### src/rtl/heapsort_stim_serializer.sv
// Unpacks a packed HeapSort stimulus word and pushes its keys, one per
// handshake, into the heap-sort core insert port; counts completed batches.
module heapsort_stim_serializer #(
  parameter int ELEM_W = 16,
  parameter int N_ELEM = 10,
  parameter int CNT_W  = 16
) (
  input  logic                     system1000,
  input  logic                     system1000_rstn,
  input  logic [N_ELEM*ELEM_W:0]   stim_i,
  output logic                     stim_ready_o,
  output logic                     push_valid_o,
  output logic [ELEM_W-1:0]        push_data_o,
  output logic                     push_last_o,
  input  logic                     push_ready_i,
  output logic                     busy_o,
  output logic [CNT_W-1:0]         batch_cnt_o
);

  // state | meaning
  // IDLE  | waiting for a valid stimulus word, stim_ready_o high
  // SEND  | presenting payload key[idx] to the heap core

  localparam int PAY_W = N_ELEM * ELEM_W;
  localparam int IDX_W = (N_ELEM > 1) ? $clog2(N_ELEM) : 1;
  localparam logic [IDX_W-1:0] LAST_IDX = IDX_W'(N_ELEM - 1);

  typedef enum logic {IDLE, SEND} state_t;

  state_t             state;
  state_t             next_state;
  logic [PAY_W-1:0]   payload;
  logic [IDX_W-1:0]   idx;
  logic               capture;
  logic               handshake;
  logic               at_last;

  assign at_last = (idx == LAST_IDX);

  always_ff @(posedge system1000 or negedge system1000_rstn) begin
    if (!system1000_rstn) state <= IDLE;
    else                  state <= next_state;
  end

  always_comb begin
    next_state   = state;
    stim_ready_o = 1'b0;
    push_valid_o = 1'b0;
    push_last_o  = 1'b0;
    push_data_o  = '0;
    busy_o       = 1'b0;
    capture      = 1'b0;
    handshake    = 1'b0;
    unique case (state)
      IDLE: begin
        stim_ready_o = 1'b1;
        if (stim_i[PAY_W]) begin
          capture    = 1'b1;
          next_state = SEND;
        end
      end
      SEND: begin
        busy_o       = 1'b1;
        push_valid_o = 1'b1;
        push_last_o  = at_last;
        push_data_o  = payload[idx*ELEM_W +: ELEM_W];
        handshake    = push_ready_i;
        if (push_ready_i && at_last) next_state = IDLE;
      end
      default: next_state = IDLE;
    endcase
  end

  // idx only advances on a handshake, so data/last hold under backpressure
  always_ff @(posedge system1000 or negedge system1000_rstn) begin
    if (!system1000_rstn) begin
      payload     <= '0;
      idx         <= '0;
      batch_cnt_o <= '0;
    end else if (capture) begin
      payload <= stim_i[PAY_W-1:0];
      idx     <= '0;
    end else if (handshake) begin
      if (at_last) batch_cnt_o <= batch_cnt_o + 1'b1;
      else         idx         <= idx + 1'b1;
    end
  end

endmodule

### config.mk
export PLATFORM = sky130hd
export DESIGN_NAME = heapsort_stim_serializer
export DESIGN_NICKNAME = d
export VERILOG_FILES = /design/src/rtl/heapsort_stim_serializer.sv
export SDC_FILE = /design/constraint.sdc
export NUM_CORES = 1
export LEC_CHECK = 0
export BUFFER_PORTS_ARGS = -buffer_cell sky130_fd_sc_hd__buf_2
export CORE_ASPECT_RATIO = 1.75
export CORE_MARGIN = 2
export CORE_UTILIZATION = 50
export DETAILED_ROUTE_END_ITERATION = 7
export PLACE_DENSITY = 0.74
export REMOVE_ABC_BUFFERS = 1
export SYNTH_ARGS = -nofsm -noshare
export SYNTH_HDL_FRONTEND = slang
export SYNTH_SLANG_ARGS = --single-unit
### constraint.sdc
create_clock -name system1000 -period 4.8 [get_ports system1000]
set_input_delay 0.48 -clock system1000 [delete_from_list [all_inputs] [get_ports system1000]]
set_output_delay 0.48 -clock system1000 [all_outputs]
set_load 0.1 [all_outputs]
-- Word level (Yosys, flattened, before mapping)
Cells that the tools add are included.
- bits of input ports: 164
- flip-flop bits (word level): 181
- output and inout bits: 36
- mux-type cells: 12
- $add $sub $neg: 2
- shifts and indexed selects: 1
- equal/unequal tests: 2
- bitwise operators: 2
- reductions and logical operators: 4
- operators by type and width (operator ; number):
    $shiftx A160 B9 Y16 ; 1
    $add A16 B1 Y16 const B ; 1
    $mux W16 ; 1
    $mux W4 ; 3
    $mux W1 ; 7
    $add A4 B1 Y4 const B ; 1
    $eq A4 B4 Y1 const B ; 1
    $reduce_and A3 Y1 ; 1
    $ne A2 B2 Y1 const B ; 1
    $not A1 Y1 ; 2
    $pmux W1 S2 ; 1
    $reduce_and A2 Y1 ; 1
    $reduce_bool A2 Y1 ; 1
    $logic_and A1 B1 Y1 ; 1

-- Longest topological paths before layout
- depth in word-level cells: 4
- gate-level depth with buffers: 7

-- Least setup slack after synthesis
No wires, ideal clock.
- kind: register -> output
- start: register state
- end: output port push_data_o[10]
- path buffers: 1
- arrival time: 3.009 ns
- data required time: 4.320 ns
- stages on the path, launching flop included: 4
- path slack: 1.311 ns
- cells stage by stage: dfrtp_1 -> inv_2 -> buf_4 -> a21oi_1
- cells in the longest elaborated chain, start to end: 1
- ends and longest elaborated chain (element ; RTL line ; RTL):
    start, declared ; 30 ; state_t state;
    start signal, assigned ; 42 ; else state <= next_state;
    $mux W16 ; 54 ; unique case (state)
    end, declared ; 13 ; output logic [ELEM_W-1:0] push_data_o,
No other way between the ends.

-- Final worst setup path
- start: register idx[2]
- end: output port push_data_o[0]
- cells in the longest elaborated chain, start to end: 2
- ends and longest elaborated chain (element ; RTL line ; RTL):
    start, declared ; 33 ; logic [IDX_W-1:0] idx;
    start signal, assigned ; 85 ; else idx <= idx + 1'b1;
    $shiftx A160 B9 Y16 ; 66 ; push_data_o = payload[idx*ELEM_W +: ELEM_W];
    $mux W16 ; 54 ;
No other way between the ends.

==> run metrics <==
hold buffers post-CTS=0; Setup Viol. Count Final=0; GR Overflow Total=0; Final Skew=10.21 ps; core footprint=0.01637 mm^2; cell count after synthesis=910; vias in the first global route=6982; MaxCap Viol Count=0; top cell type's share of synthesized area=0.5412; largest net degree at the start of global routing=163; Switching Share=0.4566; IO Port Bufs=199; Sequential Power Share=0.371; Nets=1249; antenna violations before repair=0; total wire length=20540 um; fraction of layout cells with a size suffix above 1=0.2557; max-slew violations=0; CP Data Required Time=4320 ps; CTS max path bufs=2; Routed wire per std cell=15.57 um; CP Capture Type=output pin; number of buffers created by CTS=17; area of the mapped netlist=0.008369 mm^2; YS warnings=0; Comb power frac=0.444; CP top delay family=simple AND/OR/NAND/NOR gates; Die Span X=101.8 um; CTS tree=done; Crit Path Max Fanout=18; initial DRC count=328; top cells by count, synth=503 x nand2_1, 181 x dfrtp_1, 32 x mux2i_1; post-synthesis sequential area ratio=0.5412; CP Class=register to output pin; I/O Pins=200; worst skew pair latency=430 ps; unrepaired setup endpoints after global routing=no; CTS Sinks=181; critical path's slowest cell=nor3b_4; Final Cell Area=0.01002 mm^2; worst hold-check path type=input pin to asynchronous set/reset pin; Pre-antenna DRT Iters=4; Die Ht=175.2 um; post-place instance area=0.009433 mm^2; P&R area growth vs syn=19.78%; slowest stage delay, CP=820 ps; Synth area leaders=dfrtp_1 54%, nand2_1 23%, mux2i_1 3.8%, mux4_2 3.8%, mux2_2 2.3%; Clock Power Share=0.186; total vias in the final route=6681; Initial Utilization=0.5113; period utilization=0.7350; CTS-repair resized insts=0; Antenna Nets Post-Route=0; Synth Area in XOR/XNOR=0.01779; largest family of logic cells by synthesized area=simple AND/OR/NAND/NOR gates; Leak=5.443 nW; vias per inst=5.065; Synth Area in Adders=0.004485; status=finished, final reports clean; diodes inserted=0; leading area contributor after synthesis=dfrtp_1; most frequent cell after synthesis=nand2_1; Slew headroom=0.3025; Cell Int Power=4.093 mW; Worst Max-Slew Pin Slew=1046 ps; P_sw=3.439 mW; minimum clock period=3528 ps; mux cell area share after synthesis=0.1051; drt drc=0; Synth Area in Simple Gates=0.2536; CP bufs+invs=2; TNS Setup=0 ps; crit path DAT=3050 ps; dpl hpwl=13970 um; startpoint types=register; Compound-Gate Fraction of Synth Area=0.03708; GRT Util Overall=0.2427; Fin. Hold Viols=0; Netlist cell types=33; Primary FF master, synth=dfrtp_1; H-tree depth=4; fraction of registers with async set/reset=1.000; gpl congestion=0.8165; average size of a mapped cell=9.197 um^2; Synth Register Bits=181; PwrDens=751.3 mW/mm^2; Post-CTS Setup Inserts=0; clock-pin slew of the registers on the worst-case setup and hold paths=70 ps; worst path cell trace=buf_4 > nor3b_4 > nand2_1 > a21oi_1 > buf_2; clock root cell=clkbuf_16; first-pass GRT wire length=33240 um; Peak VDD IR=0.0005964 V; Total Die Area=0.01783 mm^2; Site Rows=62; EDFF count, synth=0; Max Clock Freq=0.2835 GHz
[metrics by stage]
stage | cells | power [mW] | worst slack, ps | util | hold WS (ps)
after global routing | 1319 | 8.004 | 1113 | 0.6124 | 222.3
after CTS | 1319 | 7.585 | 1249 | 0.6124 | 222.2
after detailed placement | 1287 | 6.170 | 1726 | 0.5763 | 456.8
after global placement | 1287 | 6.091 | 1744 | 0.5763 | 450.7
final | 1319 | 7.532 | 1272 | 0.6124 | 194.2
after floorplan | 854 | 5.393 | -2227 | - | 184.4
[flip-flops by register name, summed over array words and instances (netlist names)]
signal       flops
payload        160
batch_cnt_o     16
idx              4
state            1
[area by class of cell]
cell class	count	area (um^2)
multi-input cells	671	3522
clock buffers	18	429.2
inverters	2	7.507
well taps	224	280.3
clock inverters	14	162.7
fillers	1474	6344
flip-flops and latches	181	4533
repair buffers	209	1090
[power by group through the flow]
stage / combinational, mW / clock (mW) / sequential (mW)
4_1_cts: 3.37 / 1.42 / 2.79
6_report: 3.34 / 1.40 / 2.79
3_5_place_dp: 3.35 / 0 / 2.82
3_3_place_gp: 3.29 / 0 / 2.80
5_1_grt: 3.63 / 1.48 / 2.89
2_1_floorplan: 2.64 / 0 / 2.76
[cell families after synthesis]
group / after synthesis
xor+xnor: 17
fa+ha+maj: 3
simple gates: 536
mux: 65
compound gates: 50
buf+inv: 58
flops: 181
[per-layer routing]
layer,track usage,part of all wire,up-vias
li1,-,-,3265
met1,0.2896,0.39,3157
met2,0.4164,0.52,203
met3,0.04120,0.045,56
met4,0.1177,0.044,0
met5,0,0,-
[final timing paths]
path | start | slack (ps) | to | depth (start not counted)
worst min-delay path | system1000_rstn | 190 | payload[55] | 1
worst min register to register | batch_cnt_o[15] | 460 | batch_cnt_o[15] | 1
worst max register to register | idx[0] | 2300 | batch_cnt_o[13] | 5
worst max-delay path | idx[2] | 1270 | push_data_o[0] | 5
min in group system1000 | stim_i[62] | 230 | payload[62] | 3
max in group asynchronous | system1000_rstn | 3520 | idx[0] | 2
[placed cells by master (no fill, tap or decap), types with 3 or more instances in the layout]
cell type / count
o21ai_1: 15
xnor2_1: 9
xor2_1: 8
mux2_2: 17
nand3_1: 8
nand4_1: 5
nand2_1: 502
o21ai_0: 3
a21oi_1: 16
nor2_1: 6
buf_4: 9
clkinvlp_4: 3
inv_6: 5
a221oi_1: 16
ha_1: 3
buf_2: 198
clkbuf_16: 17
mux2i_1: 32
mux4_2: 14
dfrtp_1: 180
Note: power is estimated with default switching activity, not from simulation.
